**src/rtl/io_in_conditioner.sv**
```systemverilog
// Pad input conditioner: synchronises and debounces io_in, emits clean levels and
// one-cycle edge pulses, and exposes debounce config / pin state / sticky edges over Wishbone.
module io_in_conditioner #(
    parameter int                    WIDTH            = 38,
    parameter int                    SYNC_STAGES      = 2,
    parameter int                    DEBOUNCE_W       = 16,
    parameter logic [DEBOUNCE_W-1:0] DEFAULT_DEBOUNCE = DEBOUNCE_W'(1000),
    parameter logic [31:0]           address_debounce = 32'h3000000C,
    parameter logic [31:0]           address_state0   = 32'h30000010,
    parameter logic [31:0]           address_state1   = 32'h30000014,
    parameter logic [31:0]           address_edge0    = 32'h30000018,
    parameter logic [31:0]           address_edge1    = 32'h3000001C
) (
    input  logic             clk,
    input  logic             reset_n,
    input  logic [WIDTH-1:0] io_in,
    output logic [WIDTH-1:0] io_clean,
    output logic [WIDTH-1:0] rise_o,
    output logic [WIDTH-1:0] fall_o,
    input  logic             wbs_stb_i,
    input  logic             wbs_cyc_i,
    input  logic             wbs_we_i,
    input  logic [3:0]       wbs_sel_i,
    input  logic [31:0]      wbs_adr_i,
    input  logic [31:0]      wbs_dat_i,
    output logic             wbs_ack_o,
    output logic [31:0]      wbs_dat_o
);

    logic [WIDTH-1:0]      sync_q [SYNC_STAGES];
    logic [WIDTH-1:0]      s;
    logic [DEBOUNCE_W-1:0] cnt_q [WIDTH];
    logic [DEBOUNCE_W-1:0] cnt_d [WIDTH];
    logic [DEBOUNCE_W-1:0] debounce_q, debounce_d, limit;
    logic [WIDTH-1:0]      clean_q, clean_d, rise_q, rise_d, fall_q, fall_d;
    logic [WIDTH-1:0]      edge_q, edge_d, clr;
    logic                  ack_q, ack_d;
    logic [31:0]           dat_q, dat_d, rdata;
    logic [63:0]           clean_ext, edge_ext;
    logic                  valid, hit_dec, hit, wr_en;
    logic                  sel_deb, sel_e0, sel_e1;

    assign s        = sync_q[SYNC_STAGES-1];
    assign io_clean = clean_q;
    assign rise_o   = rise_q;
    assign fall_o   = fall_q;
    assign wbs_ack_o = ack_q;
    assign wbs_dat_o = dat_q;

    always_ff @(posedge clk or negedge reset_n) begin
        if (!reset_n) begin
            for (int k = 0; k < SYNC_STAGES; k++) sync_q[k] <= '0;
        end else begin
            sync_q[0] <= io_in;
            for (int k = 1; k < SYNC_STAGES; k++) sync_q[k] <= sync_q[k-1];
        end
    end

    // N = max(DEBOUNCE,1); comparing with >= lets a shrunk DEBOUNCE release an in-flight count at once.
    assign limit = (debounce_q == '0) ? '0 : debounce_q - DEBOUNCE_W'(1);

    always_comb begin
        clean_d = clean_q;
        rise_d  = '0;
        fall_d  = '0;
        for (int i = 0; i < WIDTH; i++) begin
            cnt_d[i] = cnt_q[i];
            if (s[i] == clean_q[i]) begin
                cnt_d[i] = '0;
            end else if (cnt_q[i] >= limit) begin
                clean_d[i] = s[i];
                rise_d[i]  = s[i];
                fall_d[i]  = ~s[i];
                cnt_d[i]   = '0;
            end else begin
                cnt_d[i] = cnt_q[i] + DEBOUNCE_W'(1);
            end
        end
    end

    assign clean_ext = 64'(clean_q);
    assign edge_ext  = 64'(edge_q);
    assign valid     = wbs_cyc_i & wbs_stb_i;

    always_comb begin
        hit_dec = 1'b1;
        sel_deb = 1'b0;
        sel_e0  = 1'b0;
        sel_e1  = 1'b0;
        rdata   = '0;
        case (wbs_adr_i)
            address_debounce: begin sel_deb = 1'b1; rdata = 32'(debounce_q); end
            address_state0:   rdata = clean_ext[31:0];
            address_state1:   rdata = clean_ext[63:32];
            address_edge0:    begin sel_e0 = 1'b1; rdata = edge_ext[31:0]; end
            address_edge1:    begin sel_e1 = 1'b1; rdata = edge_ext[63:32]; end
            default:          hit_dec = 1'b0;
        endcase
    end

    // !ack_q keeps a request held across the ack cycle from being acked twice.
    assign hit   = valid & hit_dec & ~ack_q;
    assign wr_en = hit & wbs_we_i & (wbs_sel_i == 4'hF);
    assign ack_d = hit;
    assign dat_d = (hit && !wbs_we_i) ? rdata : 32'h0;

    always_comb begin
        clr = '0;
        if (wr_en && sel_e0)      clr = WIDTH'(wbs_dat_i);
        else if (wr_en && sel_e1) clr = WIDTH'({wbs_dat_i, 32'h0});
    end

    // Set wins over a same-cycle clear so no edge is ever lost.
    assign edge_d     = (edge_q & ~clr) | rise_q | fall_q;
    assign debounce_d = (wr_en && sel_deb) ? wbs_dat_i[DEBOUNCE_W-1:0] : debounce_q;

    always_ff @(posedge clk or negedge reset_n) begin
        if (!reset_n) begin
            for (int i = 0; i < WIDTH; i++) cnt_q[i] <= '0;
            clean_q    <= '0;
            rise_q     <= '0;
            fall_q     <= '0;
            edge_q     <= '0;
            debounce_q <= DEFAULT_DEBOUNCE;
            ack_q      <= 1'b0;
            dat_q      <= '0;
        end else begin
            for (int i = 0; i < WIDTH; i++) cnt_q[i] <= cnt_d[i];
            clean_q    <= clean_d;
            rise_q     <= rise_d;
            fall_q     <= fall_d;
            edge_q     <= edge_d;
            debounce_q <= debounce_d;
            ack_q      <= ack_d;
            dat_q      <= dat_d;
        end
    end

endmodule

```
**config.mk**
```make
export PLATFORM = sky130hd
export DESIGN_NAME = io_in_conditioner
export DESIGN_NICKNAME = d
export VERILOG_FILES = /design/src/rtl/io_in_conditioner.sv
export SDC_FILE = /design/constraint.sdc
export NUM_CORES = 2
export LEC_CHECK = 0
export BUFFER_PORTS_ARGS = -buffer_cell sky130_fd_sc_hd__buf_2
export CAP_MARGIN = 0
export CORE_MARGIN = 2
export CORE_UTILIZATION = 67
export DETAILED_ROUTE_END_ITERATION = 12
export GPL_TIMING_DRIVEN = 0
export PLACE_DENSITY_LB_ADDON = 0.2
export SLEW_MARGIN = 10
export SYNTH_ARGS = -nofsm -noshare
export SYNTH_HDL_FRONTEND = slang
export SYNTH_SLANG_ARGS = --single-unit
```
**constraint.sdc**
```tcl
create_clock -name clk -period 6.7 [get_ports clk]
set_input_delay 0.335 -clock clk [delete_from_list [all_inputs] [get_ports clk]]
set_output_delay 0.335 -clock clk [all_outputs]
set_load 0.02 [all_outputs]
```
==> reports/metrics.cfg <==
[timing]
drv_slew=0
rsz0062_at_grt=no
finalSetupTns_ns=0
fmax_mhz=177.9
period_share_pct=83.89
fin_crit_ns=5.620
hold_viol_final=0
tightest_slew_ns=1.438
slew_headroom_pct=3.243
clock_skew_ns=0.02376
setup-violations-final=0

[final_layout]
nets=6163
utilization_pct=77.91
drive_above_1_share_pct=10.05
syn_to_final_growth_pct=14.61
fin_cells=6454
fillers=4709

[yosys]
synth.net_count=5711
synthTopCellsByArea=dfrtp_1, ha_1, xnor2_1
synth_top_cell_area_share_pct=43.32
syn_area_per_cell_um2=10.25
yosys.area.top_type=dfrtp_1
synth_flop_cell=dfrtp_1
synth_seq_cells=885
netlist_area_mm2=0.05077
synth_warnings=0
syn_inst=4952
async_flop_share_pct=100.0
synth_edf_count=0
yosysSeqAreaShare_pct=43.63
ys_types=54

[global_route]
first_global_vias=39947
grt_pass1_wl_mm=213.6
grt_max_degree=112
track_usage_pct=34.47
grt_overflow_total=0
antenna_found_initial=3

[setup_path]
setup.worst_path.start_class=flip-flop
cp_max_fo=22
arrival_ns=6.13
crit_family=buffers and inverters
crit_slowest_cell=clkbuf_1
r2r_cells=13
critical_path_class=reg -> reg
required_ns=7.21
max_stage_delay_ns=0.97
cp_num_cells=13
crit_buf_inv=3
crit_chain=nor4_1, and3_1, nand4b_1, clkbuf_1, nand2_4, buf_12, ha_1, and4_1, o211ai_1, o211ai_1, a211o_1, clkbuf_1, nor2_1
cp-end-kind=flip-flop

[hold_path]
hold_class=in -> reg
min_path_cells=3

[die]
io-pin-count=258
core-area_mm2=0.07470
start_util_pct=67.97
rows=100
die_area_mm2=0.07800
die_h_um=279.3
die_w_um=279.3

[pwr]
combPwrFrac_pct=3.2
p_per_area_mw_per_mm2=196.5
p_sw_mw=2.538
swShare_pct=22.20
p_seq_share_pct=47.8
internal_power_mw=8.897
p_clk_share_pct=49.1
ir_drop_mv=0.2150
p_leak_nw=25.80

[routing]
drtAntennaViolNets=0
drt-pass1-iter-count=6
vias=40111
detail_route.wirelength_mm=133.6
first_iter_violations=3138
detail_route.wl_per_cell_um=20.70
vias_per_cell=6.215
drcViolationCount=0

[cts]
htree_num_levels=3
clk_pin_slew_ns=0.06
cts_setup_buffers=0
cts_buffers=95
cts_resized=0
cts_root_buf=clkbuf_16
cts_sinks=885
clkLatencyLatePin_ns=0.66
clockBufferDepth=3
cts_tree=built

[job]
max_cap_violations=0

[placed_design]
globalplace.congestion=0.8651
dp_cells=6206
dp_hpwl_mm=87.55
port_buffers=256

[run_status]
status=completed

==> cells by family (layout without fill, tap and decap cells) <==
family	count (synthesis)	count (layout)	synth area share [%]
and+or+nand+nor	1950	1950	18.71
DFF	885	885	43.63
adders and majority gates	648	648	15.97
AOI/OAI and AO/OA	621	621	8.672
xor gates and xnor gates	582	582	10.04
buffers and inverters	201	733	1.543
muxes	65	65	1.439
other	0	1	0
==> sequential cells by signal, indices dropped and copies added, names as in the netlist <==
register    cells
cnt_q         608
debounce_q     16
s              38
edge_q         38
fall_o         38
io_clean       38
sync_q         38
wbs_dat_o      32
wbs_ack_o       1
rise_o         38
==> final cells by class <==
type	count	area, µm²	share of cell area (%)
multi-input combinational	3866	27970	48.06
tap	969	1212	2.083
timing repair buffer	355	2728	4.687
antenna	1	2.502	0.004300
buffer	60	254.0	0.4365
sequential	885	22150	38.07
clock buffer	128	2766	4.754
inverter	141	529.3	0.9095
clock inverter	49	576.8	0.9912
==> metrics by stage <==
stage               power (mW)  setup slack (ns)  instance area [µm²]  hold WS [ns]
floorplan                5.649             2.477                50770       0.03941
global placement         5.867            -13.50                53270        0.3320
detailed placement       5.887             1.502                54150        0.3347
CTS                      11.48             1.365                58190       0.02088
global route             11.75            0.9838                58190       0.07054
finish                   11.44             1.080                58190       0.06370
==> power groups by stage <==
stage          Clock (mW)  Sequential [mW]  Combinational (mW)
3_3_place_gp            0             5.56               0.304
6_report             5.61             5.46               0.360
2_1_floorplan           0             5.59              0.0629
5_1_grt              5.89             5.47               0.395
3_5_place_dp            0             5.56               0.329
4_1_cts              5.65             5.46               0.364
==> final timing paths <==
check	startpoint	end	slack, ns
worst max register to register	debounce_q[6]	cnt_q[478]	1.08
worst max-delay path	debounce_q[6]	cnt_q[478]	1.08
worst min-delay path	wbs_stb_i	wbs_ack_o	0.06
min in group asynchronous	reset_n	s[12]	0.27
worst min register to register	sync_q[56]	s[18]	0.35
max in group asynchronous	reset_n	cnt_q[321]	4.34
==> placed cells by master (no fill, tap or decap), types with 100 or more instances in the layout <==
master | netlist | layout
a21oi_1 | 152 | 152
and3_1 | 120 | 120
and4_1 | 100 | 100
buf_2 | 8 | 263
dfrtp_1 | 879 | 879
ha_1 | 648 | 648
inv_1 | 141 | 141
nand2_1 | 370 | 357
nand3_1 | 170 | 170
nor2_1 | 775 | 775
nor3b_1 | 116 | 116
o211ai_1 | 114 | 114
xnor2_1 | 352 | 352
xor2_1 | 230 | 230
==> synthesized netlist by cell type, types with 6 or more instances <==
cell,number
a21o_1,76
nand2_1,370
and3_1,120
nor4_1,72
o211a_1,76
nor3_1,85
ha_1,648
a21oi_1,152
nor2_1,775
a2111oi_0,7
nand3_1,170
buf_2,8
inv_1,141
o21ai_0,78
mux2_2,54
a211o_1,76
a22o_1,6
xor2_1,230
nor2b_1,20
and4_1,100
mux2_1,10
nor3b_1,116
dfrtp_1,879
o211ai_1,114
dfstp_2,6
clkbuf_1,47
xnor2_1,352
a22oi_1,32
nand4_1,96
==> metal layers <==
layer | vias up | share of wire (%) | track usage [%]
met5 | - | 0.0090 | 0
met4 | 2 | 4.3 | 14.56
met3 | 419 | 6.9 | 5.538
met2 | 1408 | 47 | 56.03
met1 | 19680 | 42 | 46.19
li1 | 18602 | - | -
==> worst reg2reg max path, stage by stage, from the launching register on <==
cell	delay [ns]
dfstp_2	0.68
nor4_1	0.13
and3_1	0.22
nand4b_1	0.46
clkbuf_1	0.97
nand2_4	0.61
buf_12	0.38
ha_1	0.33
and4_1	0.22
o211ai_1	0.12
o211ai_1	0.37
a211o_1	0.35
clkbuf_1	0.50
nor2_1	0.13
==> what timing repair did <==
item,CTS,global route
endpoints found under the setup margin,0,0
endpoints found under the hold margin,157,0
hold buffers,70,0
(Power assumes the default switching activity.)
